File: src/rtl/vend_pkg.sv
// ---------------------------------------------------------------------------
// vend_pkg
// Shared vending-machine definitions. The change dispenser, the state
// transition controller and the LED display drivers all use this package.
//   - Coin denomination values (1/5/10/20/50 yuan)
// 	 - One-hot coin_sel encoding (bit0=1, bit1=5, bit2=10, bit3=20, bit4=50)
//   - Dispenser state enum
//   - sel_value(): maps a one-hot selection back to its value in yuan
// ---------------------------------------------------------------------------
package vend_pkg;

  localparam logic [7:0] DENOM_1  = 8'd1;
  localparam logic [7:0] DENOM_5  = 8'd5;
  localparam logic [7:0] DENOM_10 = 8'd10;
  localparam logic [7:0] DENOM_20 = 8'd20;
  localparam logic [7:0] DENOM_50 = 8'd50;

  localparam logic [4:0] SEL_NONE = 5'b00000;
  localparam logic [4:0] SEL_1    = 5'b00001;
  localparam logic [4:0] SEL_5    = 5'b00010;
  localparam logic [4:0] SEL_10   = 5'b00100;
  localparam logic [4:0] SEL_20   = 5'b01000;
  localparam logic [4:0] SEL_50   = 5'b10000;

  typedef enum logic [2:0] {
    ST_IDLE   = 3'd0,
    ST_SELECT = 3'd1,
    ST_REQ    = 3'd2,
    ST_GAP    = 3'd3,
    ST_DONE   = 3'd4,
    ST_FAULT  = 3'd5
  } state_e;

  // Value in yuan of a one-hot coin selection; anything not one-hot is 0.
  function automatic logic [7:0] sel_value(input logic [4:0] sel);
    logic [7:0] v;
    case (sel)
      SEL_1:   v = DENOM_1;
      SEL_5:   v = DENOM_5;
      SEL_10:  v = DENOM_10;
      SEL_20:  v = DENOM_20;
      SEL_50:  v = DENOM_50;
      default: v = 8'd0;
    endcase
    return v;
  endfunction

endpackage

File: src/rtl/change_dispenser_if.sv
// ---------------------------------------------------------------------------
// change_dispenser_if
// Bundles the dispenser's control and ejector signals.
//   master (controller/ejector side): drives start, change_money, abort,
//                                     coin_ack; observes the status outputs
//   slave  (change_dispenser):        the reverse
// Signals: start, change_money[7:0], abort, coin_ack (to dispenser);
//          coin_req, coin_sel[4:0], remaining[7:0], busy, done, fault
//          (from dispenser).
// Macro CHANGE_TALLY_EN adds coin_tally[14:0] (five 3-bit coin counts).
// ---------------------------------------------------------------------------
interface change_dispenser_if;
  logic       start;
  logic [7:0] change_money;
  logic       abort;
  logic       coin_ack;
  logic       coin_req;
  logic [4:0] coin_sel;
  logic [7:0] remaining;
  logic       busy;
  logic       done;
  logic       fault;
`ifdef CHANGE_TALLY_EN
  logic [14:0] coin_tally;

  modport master (
    output start, change_money, abort, coin_ack,
    input  coin_req, coin_sel, remaining, busy, done, fault, coin_tally
  );
  modport slave (
    input  start, change_money, abort, coin_ack,
    output coin_req, coin_sel, remaining, busy, done, fault, coin_tally
  );
`else
  modport master (
    output start, change_money, abort, coin_ack,
    input  coin_req, coin_sel, remaining, busy, done, fault
  );
  modport slave (
    input  start, change_money, abort, coin_ack,
    output coin_req, coin_sel, remaining, busy, done, fault
  );
`endif
endinterface

File: src/rtl/change_dispenser_coin_selector.sv
// ---------------------------------------------------------------------------
// coin_selector
// Combinational greedy pick: the largest coin not exceeding the amount.
//   amount_i [7:0] : amount still to pay
//   sel_o    [4:0] : one-hot denomination (SEL_NONE when amount is 0)
//   value_o  [7:0] : value of the selected coin in yuan
// ---------------------------------------------------------------------------
module coin_selector
  import vend_pkg::*;
(
  input  logic [7:0] amount_i,
  output logic [4:0] sel_o,
  output logic [7:0] value_o
);

  // Priority compare from the largest denomination downward.
  always_comb begin
    sel_o = SEL_NONE;
    if (amount_i >= DENOM_50) begin
      sel_o = SEL_50;
    end else if (amount_i >= DENOM_20) begin
      sel_o = SEL_20;
    end else if (amount_i >= DENOM_10) begin
      sel_o = SEL_10;
    end else if (amount_i >= DENOM_5) begin
      sel_o = SEL_5;
    end else if (amount_i >= DENOM_1) begin
      sel_o = SEL_1;
    end else begin
      sel_o = SEL_NONE;
    end
    value_o = sel_value(sel_o);
  end

endmodule

File: src/rtl/change_dispenser.sv
// ---------------------------------------------------------------------------
// change_dispenser
// Pays out a change amount as a sequence of single-coin requests to the
// ejector. Coins are chosen greedily (50/20/10/5/1), one request is
// outstanding at a time, and a fixed idle gap follows every acknowledged
// coin.
//   sys_clk, sys_rst : clock; synchronous active-high reset
//   bus (slave)      : start/change_money/abort/coin_ack in;
//                      coin_req/coin_sel/remaining/busy/done/fault out
// Parameters: GAP_CYCLES (1..255) idle cycles after each ack,
//             ACK_TIMEOUT cycles a request may wait before faulting.
// Macro CHANGE_TALLY_EN adds bus.coin_tally, the per-denomination counts
// of acknowledged coins for the current payout.
// All outputs are registered.
// ---------------------------------------------------------------------------
module change_dispenser
  import vend_pkg::*;
#(
  parameter int GAP_CYCLES  = 2,
  parameter int ACK_TIMEOUT = 1000
) (
  input logic sys_clk,
  input logic sys_rst,
  change_dispenser_if.slave bus
);

  localparam int              TO_W     = (ACK_TIMEOUT > 1) ? $clog2(ACK_TIMEOUT) : 1;
  localparam logic [TO_W-1:0] TO_LAST  = TO_W'(ACK_TIMEOUT - 1);
  localparam logic [7:0]      GAP_LAST = 8'(GAP_CYCLES - 1);

  state_e          state_q, state_d;
  logic [7:0]      remaining_q, remaining_d;
  logic [4:0]      sel_q, sel_d;
  logic [7:0]      denom_q, denom_d;
  logic [7:0]      gap_cnt_q, gap_cnt_d;
  logic [TO_W-1:0] to_cnt_q, to_cnt_d;
  logic            fault_q, fault_d;
  logic            coin_req_q, coin_req_d;
  logic            busy_q, busy_d;
  logic            done_q, done_d;
  logic [4:0]      pick_sel_s;
  logic [7:0]      pick_val_s;
  logic            start_accept_s;

  coin_selector u_coin_selector (
    .amount_i (remaining_q),
    .sel_o    (pick_sel_s),
    .value_o  (pick_val_s)
  );

  // start only counts in the resting states; it is ignored while busy.
  assign start_accept_s = bus.start &&
                          ((state_q == ST_IDLE) || (state_q == ST_DONE) || (state_q == ST_FAULT));

  // Next-state and datapath updates; outputs are derived from the next state.
  always_comb begin
    state_d     = state_q;
    remaining_d = remaining_q;
    sel_d       = sel_q;
    denom_d     = denom_q;
    gap_cnt_d   = gap_cnt_q;
    to_cnt_d    = to_cnt_q;
    fault_d     = fault_q;

    case (state_q)
      ST_IDLE, ST_DONE, ST_FAULT: begin
        if (start_accept_s) begin
          remaining_d = bus.change_money;
          fault_d     = 1'b0;
          state_d     = (bus.change_money == 8'd0) ? ST_DONE : ST_SELECT;
        end else if (state_q == ST_DONE) begin
          state_d = ST_IDLE;
        end else begin
          state_d = state_q;
        end
      end
      ST_SELECT: begin
        sel_d    = pick_sel_s;
        denom_d  = pick_val_s;
        to_cnt_d = '0;
        state_d  = bus.abort ? ST_IDLE : ST_REQ;
      end
      ST_REQ: begin
        if (bus.coin_ack) begin
          // The ack is honoured even when abort arrives in the same cycle.
          remaining_d = remaining_q - denom_q;
          gap_cnt_d   = 8'd0;
          if (bus.abort) begin
            state_d = ST_IDLE;
          end else if (remaining_d == 8'd0) begin
            state_d = ST_DONE;
          end else begin
            state_d = ST_GAP;
          end
        end else if (bus.abort) begin
          state_d = ST_IDLE;
        end else if (to_cnt_q == TO_LAST) begin
          fault_d = 1'b1;
          state_d = ST_FAULT;
        end else begin
          to_cnt_d = to_cnt_q + TO_W'(1);
        end
      end
      ST_GAP: begin
        if (bus.abort) begin
          state_d = ST_IDLE;
        end else if (gap_cnt_q == GAP_LAST) begin
          state_d = ST_SELECT;
        end else begin
          gap_cnt_d = gap_cnt_q + 8'd1;
        end
      end
      default: begin
        state_d = ST_IDLE;
      end
    endcase

    coin_req_d = (state_d == ST_REQ);
    busy_d     = (state_d == ST_SELECT) || (state_d == ST_REQ) || (state_d == ST_GAP);
    done_d     = (state_d == ST_DONE);
  end

  // State and output registers.
  always_ff @(posedge sys_clk) begin
    if (sys_rst) begin
      state_q     <= ST_IDLE;
      remaining_q <= 8'd0;
      sel_q       <= SEL_NONE;
      denom_q     <= 8'd0;
      gap_cnt_q   <= 8'd0;
      to_cnt_q    <= '0;
      fault_q     <= 1'b0;
      coin_req_q  <= 1'b0;
      busy_q      <= 1'b0;
      done_q      <= 1'b0;
    end else begin
      state_q     <= state_d;
      remaining_q <= remaining_d;
      sel_q       <= sel_d;
      denom_q     <= denom_d;
      gap_cnt_q   <= gap_cnt_d;
      to_cnt_q    <= to_cnt_d;
      fault_q     <= fault_d;
      coin_req_q  <= coin_req_d;
      busy_q      <= busy_d;
      done_q      <= done_d;
    end
  end

  assign bus.coin_req  = coin_req_q;
  assign bus.coin_sel  = sel_q;
  assign bus.remaining = remaining_q;
  assign bus.busy      = busy_q;
  assign bus.done      = done_q;
  assign bus.fault     = fault_q;

`ifdef CHANGE_TALLY_EN
  logic [14:0] tally_q, tally_d;

  // Per-denomination counts: cleared on an accepted start, bumped on each ack.
  always_comb begin
    tally_d = tally_q;
    if (start_accept_s) begin
      tally_d = '0;
    end else if ((state_q == ST_REQ) && bus.coin_ack) begin
      for (int i = 0; i < 5; i++) begin
        if (sel_q[i]) begin
          tally_d[3*i +: 3] = tally_q[3*i +: 3] + 3'd1;
        end else begin
          tally_d[3*i +: 3] = tally_q[3*i +: 3];
        end
      end
    end else begin
      tally_d = tally_q;
    end
  end

  // Tally register.
  always_ff @(posedge sys_clk) begin
    if (sys_rst) begin
      tally_q <= 15'd0;
    end else begin
      tally_q <= tally_d;
    end
  end

  assign bus.coin_tally = tally_q;
`endif

endmodule

File: src/flat_wrapper.sv
// flat-port wrapper written by rule: the top's interface ports become plain ports
module change_dispenser_flat import vend_pkg::*;
#(
  parameter int GAP_CYCLES  = 2,
  parameter int ACK_TIMEOUT = 1000
)
  (sys_clk, sys_rst, bus_start, bus_change_money, bus_abort, bus_coin_ack, bus_coin_req, bus_coin_sel, bus_remaining, bus_busy, bus_done, bus_fault);
  change_dispenser_if bus_i ();
  input logic sys_clk;
  input logic sys_rst;
  input wire logic [$bits(bus_i.start)-1:0] bus_start;
  input wire logic [$bits(bus_i.change_money)-1:0] bus_change_money;
  input wire logic [$bits(bus_i.abort)-1:0] bus_abort;
  input wire logic [$bits(bus_i.coin_ack)-1:0] bus_coin_ack;
  output wire logic [$bits(bus_i.coin_req)-1:0] bus_coin_req;
  output wire logic [$bits(bus_i.coin_sel)-1:0] bus_coin_sel;
  output wire logic [$bits(bus_i.remaining)-1:0] bus_remaining;
  output wire logic [$bits(bus_i.busy)-1:0] bus_busy;
  output wire logic [$bits(bus_i.done)-1:0] bus_done;
  output wire logic [$bits(bus_i.fault)-1:0] bus_fault;
  assign bus_i.start = bus_start;
  assign bus_i.change_money = bus_change_money;
  assign bus_i.abort = bus_abort;
  assign bus_i.coin_ack = bus_coin_ack;
  assign bus_coin_req = bus_i.coin_req;
  assign bus_coin_sel = bus_i.coin_sel;
  assign bus_remaining = bus_i.remaining;
  assign bus_busy = bus_i.busy;
  assign bus_done = bus_i.done;
  assign bus_fault = bus_i.fault;
  change_dispenser #(.GAP_CYCLES(GAP_CYCLES), .ACK_TIMEOUT(ACK_TIMEOUT)) u_core (.sys_clk(sys_clk), .sys_rst(sys_rst), .bus(bus_i));
endmodule
File: config.mk
export PLATFORM = sky130hd
export DESIGN_NAME = change_dispenser_flat
export DESIGN_NICKNAME = d
export VERILOG_FILES = /design/src/rtl/vend_pkg.sv /design/src/rtl/change_dispenser_if.sv /design/src/rtl/change_dispenser_coin_selector.sv /design/src/rtl/change_dispenser.sv /design/src/flat_wrapper.sv
export SDC_FILE = /design/constraint.sdc
export NUM_CORES = 1
export LEC_CHECK = 0
export CAP_MARGIN = 10
export CORE_MARGIN = 2
export CORE_UTILIZATION = 40
export CTS_CLUSTER_SIZE = 20
export DETAILED_ROUTE_END_ITERATION = 7
export GPL_TIMING_DRIVEN = 0
export HOLD_SLACK_MARGIN = 0.12
export MAX_ROUTING_LAYER = met4
export PLACE_DENSITY = 0.57
export SYNTH_ARGS = -nofsm -noshare
export SYNTH_HDL_FRONTEND = slang
export SYNTH_HIERARCHICAL = 1
export SYNTH_SLANG_ARGS = --single-unit
File: constraint.sdc
create_clock -name sys_clk -period 3 [get_ports sys_clk]
set_clock_uncertainty 0.1 [all_clocks]
set_input_delay 0.3 -clock sys_clk [delete_from_list [all_inputs] [get_ports sys_clk]]
set_output_delay 0.3 -clock sys_clk [all_outputs]
set_load 0.01 [all_outputs]
### Yosys cells after proc, flatten, opt, wreduce, memory -nomap -nowiden

Index checks and enable logic that the tools add are counted.

| storage, ports and cells | value |
|---|---|
| flip-flop bits (word level) | 46 |
| output and inout port bits | 17 |
| input bits | 13 |
| logic and storage cells | 92 |

| operators by class | value |
|---|---|
| multiplexer cells | 34 |
| reductions and logical operators | 16 |
| $lt $le $gt $ge | 5 |
| eq/ne operators | 24 |
| add/sub/neg operators | 3 |

Operators by type and width:

| operator | count |
|---|---|
| two-way mux 8 bit | 5 |
| two-way mux 3 bit | 11 |
| case mux 8 bit (2 select lines) | 2 |
| two-way mux 10 bit | 3 |
| case mux 6 bit (5 select lines) | 1 |
| case mux 10 bit (2 select lines) | 1 |
| logical NOT 8 bit | 2 |
| == test 3 x 2 -> 1 bit, second input constant | 4 |
| inequality test 2 bit, second input constant | 6 |
| case mux 3 bit (4 select lines) | 1 |
| adder 10 x 1 -> 10 bit, second input constant | 1 |
| == test 10 bit, second input constant | 1 |
| == test 3 bit, second input constant | 3 |
| adder 8 x 1 -> 8 bit, second input constant | 1 |
| == test 8 x 1 -> 1 bit, second input constant | 1 |
| >= comparator 8 x 1 -> 1 bit, second input constant | 1 |
| >= comparator 8 x 3 -> 1 bit, second input constant | 1 |
| >= comparator 8 x 4 -> 1 bit, second input constant | 1 |
| >= comparator 8 x 5 -> 1 bit, second input constant | 1 |
| >= comparator 8 x 6 -> 1 bit, second input constant | 1 |
| AND reduction 4 bit | 2 |
| subtractor 8 bit | 1 |
| == test 3 x 1 -> 1 bit, second input constant | 2 |
| nonzero test 2 bit | 3 |
| 17 further kinds | 26 |

### Depth between registers and ports, before layout

Gate-level depths: netlist of the first run.

| depth | value |
|---|---|
| depth in word-level cells | 9 |
| mapped depth | 11 |
| gate-level depth less buffers | 11 |

### Cells and area by module

Netlist of the first run, hierarchy kept.

Modules (own cells, without submodules):

| module | sequential area each (um^2) | cells an instance | instances | area each (um^2) |
|---|---|---|---|---|
| change_dispenser | 920.9 | 289 | 1 | 2,438.6 |
| coin_selector | 0.0 | 41 | 1 | 236.5 |

### Least setup slack after synthesis of the first run

No wires, ideal clock.

| timing | value |
|---|---|
| kind | flip-flop to flip-flop |
| start | register u_core.remaining_q[0], in the netlist u_core/bus.remaining[0] |
| end | register u_core.busy_q, in the netlist u_core/bus.busy |
| clock period less this slack | 2,467 ps |
| path buffers | 0 |
| stages on the path, launching flop included | 12 |
| arrival time | 2,308 ps |
| slack | 533 ps |
| setup time | 59 ps |
| data required time | 2,841 ps |
| cells stage by stage | dfxtp_1 inv_1 ha_1 inv_1 fa_1 a211oi_2 o21bai_1 a21oi_2 xnor2_1 and4bb_4 a311oi_4 o211a_1 |

| on the way | value |
|---|---|
| cells in the longest elaborated chain, start to end | 9 |
| elaborated cells on any way between the ends | 11 |
| those cells by class | add/sub (1); eq/ne (3); mux (4); reduce/logical (3) |

RTL lines:

| element | RTL line | text |
|---|---|---|
| start: declaration | change_dispenser.sv:32 | `logic [7:0] remaining_q, remaining_d;` |
| start signal: assignment | change_dispenser.sv:138 | `remaining_q <= remaining_d;` |
| subtractor 8 bit * | change_dispenser.sv:86 | `remaining_d = remaining_q - denom_q;` |
| logical NOT 8 bit * | change_dispenser.sv:90 | `end else if (remaining_d == 8'd0) begin` |
| two-way mux 3 bit * | change_dispenser.sv:90 |  |
| two-way mux 3 bit * | change_dispenser.sv:88 | `if (bus.abort) begin` |
| two-way mux 3 bit * | change_dispenser.sv:84 | `if (bus.coin_ack) begin` |
| case mux 3 bit (4 select lines) * | change_dispenser.sv:65 | `case (state_q)` |
| == test 3 x 1 -> 1 bit / == test 3 x 2 -> 1 bit (equally long branches) | change_dispenser.sv:119 | `busy_d = (state_d == ST_SELECT) \|\| (state_d == ST_REQ) \|\| (state_d == ST_GAP);` |
| logical OR 1 bit | change_dispenser.sv:119 |  |
| logical OR 1 bit * | change_dispenser.sv:119 |  |
| end signal: assignment | change_dispenser.sv:145 | `busy_q <= busy_d;` |
| end: declaration | change_dispenser.sv:39 | `logic busy_q, busy_d;` |

Mark *: on every way between the ends. The rest lies on a longest branch, timed or not.
A chain may end at the register's enable or synchronous reset.

### Worst setup path in the final report of the first run

Same ends and word-level chain as after synthesis.

==> metrics, run 1 <==
ys flop type=dfxtp_1; run status=completed; TritonCTS clock tree=yes; Pre-antenna DRT Iters=4; antenna violations before repair=0; Post-CTS Resized=0; detailed placement HPWL=4817 um; FILL cells=648; Lkg Pwr=~0.0012 uW; Sink Count=between 40 and 50; Arr. time, crit path=2.84 ns; Max-Slew Margin vs Limit=58.38%; max_cap viols=0; setup ws final=0.3220 ns; # DRC=0; Wirelength per Cell=14.08 um; Place WS=roughly 0.32 ns; fin crit period=2.678 ns; setup TNS=0 ns; Post-Syn Area=2675 um^2; worst stage delay on the critical path=0.41 ns; PwrDens=around 450 nW/um^2; Avg Cell Area, Syn=8.106 um^2; Root Buffer=clkbuf_8; Fin. Hold Viols=0; Switching Share=31.26%; register bit total from synthesis=46; 1st-iter DRT viols=110; Achievable Freq=373.4 MHz; Final ANT Viol Nets=0; synth unique cells=58; DR vias/cell=between 5 and 6; Slew @ Worst Pin=0.6243 ns; CP Class=register to register; largest net degree at the start of global routing=15; Core Rows=29; EDFF count, synth=0; Overflow after GRT=0; die area=7358 um^2; Worst-Skew Late Latency=just over 0.3 ns; unrepaired setup endpoints after global routing=false; Sequential Power Share=45.7%; Clock transition at path regs=0.09 ns; first-pass GRT wire length=roughly 11,000 um; vias in the first global route=2,214; Detailed Route WL=around 6300 um; PortBufs=29; Critical path buffers and inverters=2; Worst Path Required=between 3 and 4 ns; Worst VDD drop=between 0.0002 and 0.00025 V; Startpoint Class=register; total track usage=18.88%; logic gate share of total power=25.1%; Non-Filler Instances=445; crit path max-delay cell type=fa_1; clock share of power=29.1%; n_diodes=0; cts hold-fix bufs=0; most common cell after layout, fill and taps aside=nand2_1; Layout Nets=391; Pint=~1000 uW; # IOs=30; Final period util=89.27%; flop-to-flop setup slack=0.32 ns; setup bufs post-CTS=0; Synthesis Warnings=6; Mapped Cells=330; placed cell count=437; number of H-tree levels=2; vias=2,356; die width=85.78 um; Hold Crit Class=register to register; crit-path most repeated cell=inv_1; total CTS buffers=5; critical-path cell list=inv_1 > ha_1 > inv_1 > fa_1 > a211oi_2 > o21bai_1 > a21oi_2 > xnor2_1 > and4bb_4 > a311oi_4 > o211a_1; CP Max Fanout=4; sw power=about 450 uW; Async S/R FF share, synth=0%; layout cells sized above 1=approximately 8.4%; worst-case clock buffer depth=2; commonest cells after routing, fill and taps aside=nand2_1, dfxtp_1, nor2_1; Die Y=85.78 um; Area growth, synth to finish=18.15%; starting density of the core=41.65%; Seq/Total Area, Yosys=34.42%; final setup fails=0; gpl congestion=between 0.8 and 0.9; max-slew violations=0; total core area=6422 um^2; delay-heaviest family, CP=compound AO/OA/AOI/OAI gates; crit end category=register
-- metrics by stage --
stage               total power [uW]  utilization [%]  hold slack, ns  cell area (um^2)
global placement                1029            47.73          0.3454              3065
floorplan                      918.5                -          0.3363              2679
global route                    1517            49.21          0.3947              3161
CTS                             1452            49.21          0.3599              3161
detailed placement              1030            47.73          0.3472              3065
finish                          1435            49.21          0.3589              3161
-- flip-flops by register name, indices dropped and copies added (netlist names) --
register / count
u_core/bus.remaining: 8
u_core/state_q: 3
u_core/bus.coin_req: 1
u_core/bus.busy: 1
u_core/bus.done: 1
u_core/gap_cnt_q: 8
u_core/bus.fault: 1
u_core/denom_q: 8
u_core/bus.coin_sel: 5
u_core/to_cnt_q: 10
-- worst min-delay path: stages, from the launching register on --
cell	delay, ns
dfxtp_1	0.32
nand2_1	0.05
a21oi_1	0.05
-- cells by family after synthesis --
| group | share of synthesized area, % |
|---|---|
| and+or+nand+nor | 28.35 |
| AOI/OAI and AO/OA | 18.71 |
| DFF | 34.42 |
| buffers and inverters | 4.537 |
| xor gates and xnor gates | 6.875 |
| adders and majority gates | 5.426 |
| muxes | 1.544 |
| other | 0.1402 |
-- cell type report --
type | count | area, um^2 | share of cell area, %
Sequential cell | 46 | 920.9 | 29.14
Clock buffer | 7 | 86.33 | 2.732
Multi-Input combinational cell | 258 | 1637 | 51.78
Inverter | 12 | 45.04 | 1.425
Tap cell | 77 | 96.34 | 3.048
Timing Repair Buffer | 29 | 290.3 | 9.184
Clock inverter | 1 | 8.758 | 0.2771
Buffer | 15 | 76.32 | 2.415
-- layer usage --
metal / vias to the layer above / part of all wire, % / wire (um) / track usage, %
met5: - / 0 / 0 / -
met4: 0 / 1.4 / 89 / 7.071
met3: 7 / 2.8 / 176 / 3.272
met2: 41 / 46 / 2883 / 29.47
met1: 1091 / 50 / 3116 / 24.52
li1: 1217 / - / - / -
-- Yosys cell counts (all sizes together) (3+ instances only) --
library cell	n	share of area, %
nand4	5	1.2
nor3	8	1.5
o211ai	3	0.84
a21oi	30	6.2
xor2	10	3.3
ha	10	4.7
o21ai	8	1.6
nor2b	3	0.70
nor2	39	5.5
nand3	9	1.7
or2	3	0.70
inv	12	1.7
nand2	49	6.9
and3	7	1.7
mux2i	3	1.1
clkbuf	8	1.1
a311oi	3	1.6
buf	7	1.7
dfxtp	46	34
nor4	5	1.2
nand2b	8	1.9
a211oi	9	2.9
xnor2	11	3.6
nor3b	3	1.5
-- worst paths after layout --
check | cells after the start | start | endpoint
worst min-delay path | 2 | u_core/bus.coin_sel[1] | u_core/bus.coin_sel[1]
worst max-delay path | 11 | u_core/bus.remaining[0] | u_core/bus.busy
worst max register to register | 11 | u_core/bus.remaining[0] | u_core/bus.busy
worst min register to register | 2 | u_core/bus.coin_sel[1] | u_core/bus.coin_sel[1]
-- power by group through the flow --
stage	Clock, uW	Combinational [uW]	Sequential, uW
after floorplan	0	249	670
after global placement	0	358	671
after detailed placement	0	359	671
after CTS	433	361	657
after global routing	459	398	661
final	418	361	656
Note: power is estimated with default switching activity, not from simulation.
==> inputs of run 2 (changes only) <==
- CAP_MARGIN: 10 -> not set
- CORE_MARGIN: 2 -> 4
==> run 2 against run 1 <==
  * Clock-buffer cell count is the same
  * Combinational power is essentially flat
  * Critical endpoint unchanged
  * Maximum frequency shrank 2.5%
==> metrics, run 2 (same netlist as run 1, synthesis figures left out) <==
PwrDens=456.5 nW/um^2 (+0.53%); Sink Count=46 (unchanged); Area growth, synth to finish=18.52%; Detailed Route WL=6308 um (+0.70%); die width=89.78 um (+4.7%); setup TNS=0 ns (unchanged); PortBufs=29 (unchanged); Sequential Power Share=45.3% (-0.4 points); worst stage delay on the critical path=0.41 ns (about the same); n_diodes=0 (unchanged); Startpoint Class=register; vias in the first global route=2,263 (+2.2%); max-slew violations=0 (unchanged); total chip power=1447 uW (+0.85%); Place WS=0.3023 ns (-0.01917 ns); largest net degree at the start of global routing=15 (unchanged); most common cell after layout, fill and taps aside=nand2_1; Arr. time, crit path=2.90 ns (+0.06 ns); commonest cells after routing, fill and taps aside=nand2_1, dfxtp_1, nor2_1; Fin. Hold Viols=0 (unchanged); crit end category=register; total CTS buffers=5 (unchanged); max FFs per register=10 (unchanged); FF-to-FF Start=u_core/bus.remaining[0]; # IOs=30 (unchanged); beginning of the critical path=u_core/bus.remaining[0]; total core area=6422 um^2 (unchanged); FILL cells=649 (+0.15%); gpl congestion=0.8861 (+0.42%); fin crit period=2.747 ns (+0.06911 ns); Hold Crit Class=register to register; clock share of power=29.5% (+0.4 points); number of H-tree levels=2 (unchanged); Switching Share=30.42% (-0.84 points); antenna violations before repair=0 (unchanged); first-pass GRT wire length=10,720 um (+1.8%); detailed placement HPWL=4889 um (+1.5%); Root Buffer=clkbuf_8; final setup fails=0 (unchanged); flop-to-flop setup slack=0.25 ns (-0.07 ns); sw power=440.3 uW (-1.9%); Core Rows=29 (unchanged); Overflow after GRT=0 (unchanged); Worst-Skew Late Latency=0.30 ns (about the same); CP Max Fanout=4 (unchanged); Hold Slack=0.3578 ns (-0.001122 ns); TritonCTS clock tree=yes; DR vias/cell=5.209 (-1.6%); 1st-iter DRT viols=85 (-23%); total track usage=16.66% (-2.2 points); setup bufs post-CTS=0 (unchanged); Die Y=89.78 um (+4.7%); Worst VDD drop=0.0002068 V (+1.2%); CP Class=register to register; Pre-antenna DRT Iters=4 (unchanged); setup ws final=0.2529 ns (-0.06911 ns); cts hold-fix bufs=0 (unchanged); Layout Nets=391 (unchanged); starting density of the core=41.65% (unchanged); Max-Slew Margin vs Limit=58.90% (+0.52 points); unrepaired setup endpoints after global routing=false; Pint=1007 uW (+2.1%); largest reg by FF count=u_core/to_cnt_q; # DRC=0 (unchanged); Hold Startpoint=u_core/denom_q[2]; Slew @ Worst Pin=0.6166 ns (-0.007765 ns); vias=2,318 (-1.6%); logic gate share of total power=25.1% (about the same); max_cap viols=0 (unchanged); worst-case clock buffer depth=2 (unchanged); Wirelength per Cell=14.18 um (+0.70%); critical-path cell list=inv_1 > ha_1 > inv_1 > fa_1 > a211oi_2 > o21bai_1 > a21oi_2 > xnor2_1 > and4bb_4 > a311oi_4 > o211a_1; layout cells sized above 1=8.696% (+0.27 points); Achievable Freq=364.0 MHz (-2.5%); Final ANT Viol Nets=0 (unchanged); die area=8060 um^2 (+9.5%); Final period util=91.57% (+2.3 points); crit-path most repeated cell=inv_1; Clock transition at path regs=0.09 ns (about the same); crit path max-delay cell type=fa_1; Worst Path Required=3.16 ns (about the same); Post-CTS Resized=0 (unchanged); run status=completed; Lkg Pwr=0.001157 uW (+0.49%)
[run 2: cell count changes in the layout (fill, tap and decap cells not counted)]
cell and change:
clkbuf_1 -1, clkbuf_8 +1, clkinv_4 +1, inv_6 -1
[run 2: final timing paths]
kind                        to  cells past startpoint
max            u_core/bus.busy                     11
min          u_core/denom_q[2]                      2
min reg2reg  u_core/denom_q[2]                      2
max reg2reg    u_core/bus.busy                     11
[run 2: layout make-up]
cell class              instances  area (um^2)  area share (%)
well taps                      77        96.34           3.039
multi-input cells             258         1637           51.62
plain buffers                  15        76.32           2.407
clock inverters                 1        8.758          0.2762
clock buffers                   7        96.34           3.039
inverters                      12        45.04           1.421
flip-flops and latches         46        920.9           29.04
repair buffers                 29        290.3           9.155
[run 2: critical path: cells and delay by family (launching register included)]
kind / cells / cell delay (ns)
AND/OR/NAND/NOR: 1 / 0.30
XOR/XNOR: 1 / 0.17
flip-flops: 1 / 0.34
adder cells (fa/ha/maj): 2 / 0.58
buffers and inverters: 2 / 0.14
AO/OA/AOI/OAI: 5 / 1.07
[run 2: per-stage QoR]
| step | area [um^2] | instances | util, % |
|---|---|---|---|
| floorplan | 2679 | 331 | - |
| global placement | 3065 | 437 | 47.73 |
| detailed placement | 3065 | 437 | 47.73 |
| CTS | 3171 | 445 | 49.37 |
| global route | 3171 | 445 | 49.37 |
| finish | 3171 | 445 | 49.37 |
[run 2: routing by layer]
layer / up-vias / global-route usage (%) / wire length [um]
met1: 1068 / 21.49 / 3147
met5: - / - / 0
li1: 1217 / - / -
met4: 0 / 4.470 / 63
met3: 5 / 3.756 / 181
met2: 28 / 26.44 / 2915
[run 2: power by group through the flow]
stage | clock network (uW) | logic (uW) | registers (uW)
2_1_floorplan | 0 | 249 | 670
3_3_place_gp | 0 | 358 | 671
3_5_place_dp | 0 | 361 | 671
4_1_cts | 444 | 363 | 657
5_1_grt | 469 | 401 | 660
6_report | 428 | 364 | 656
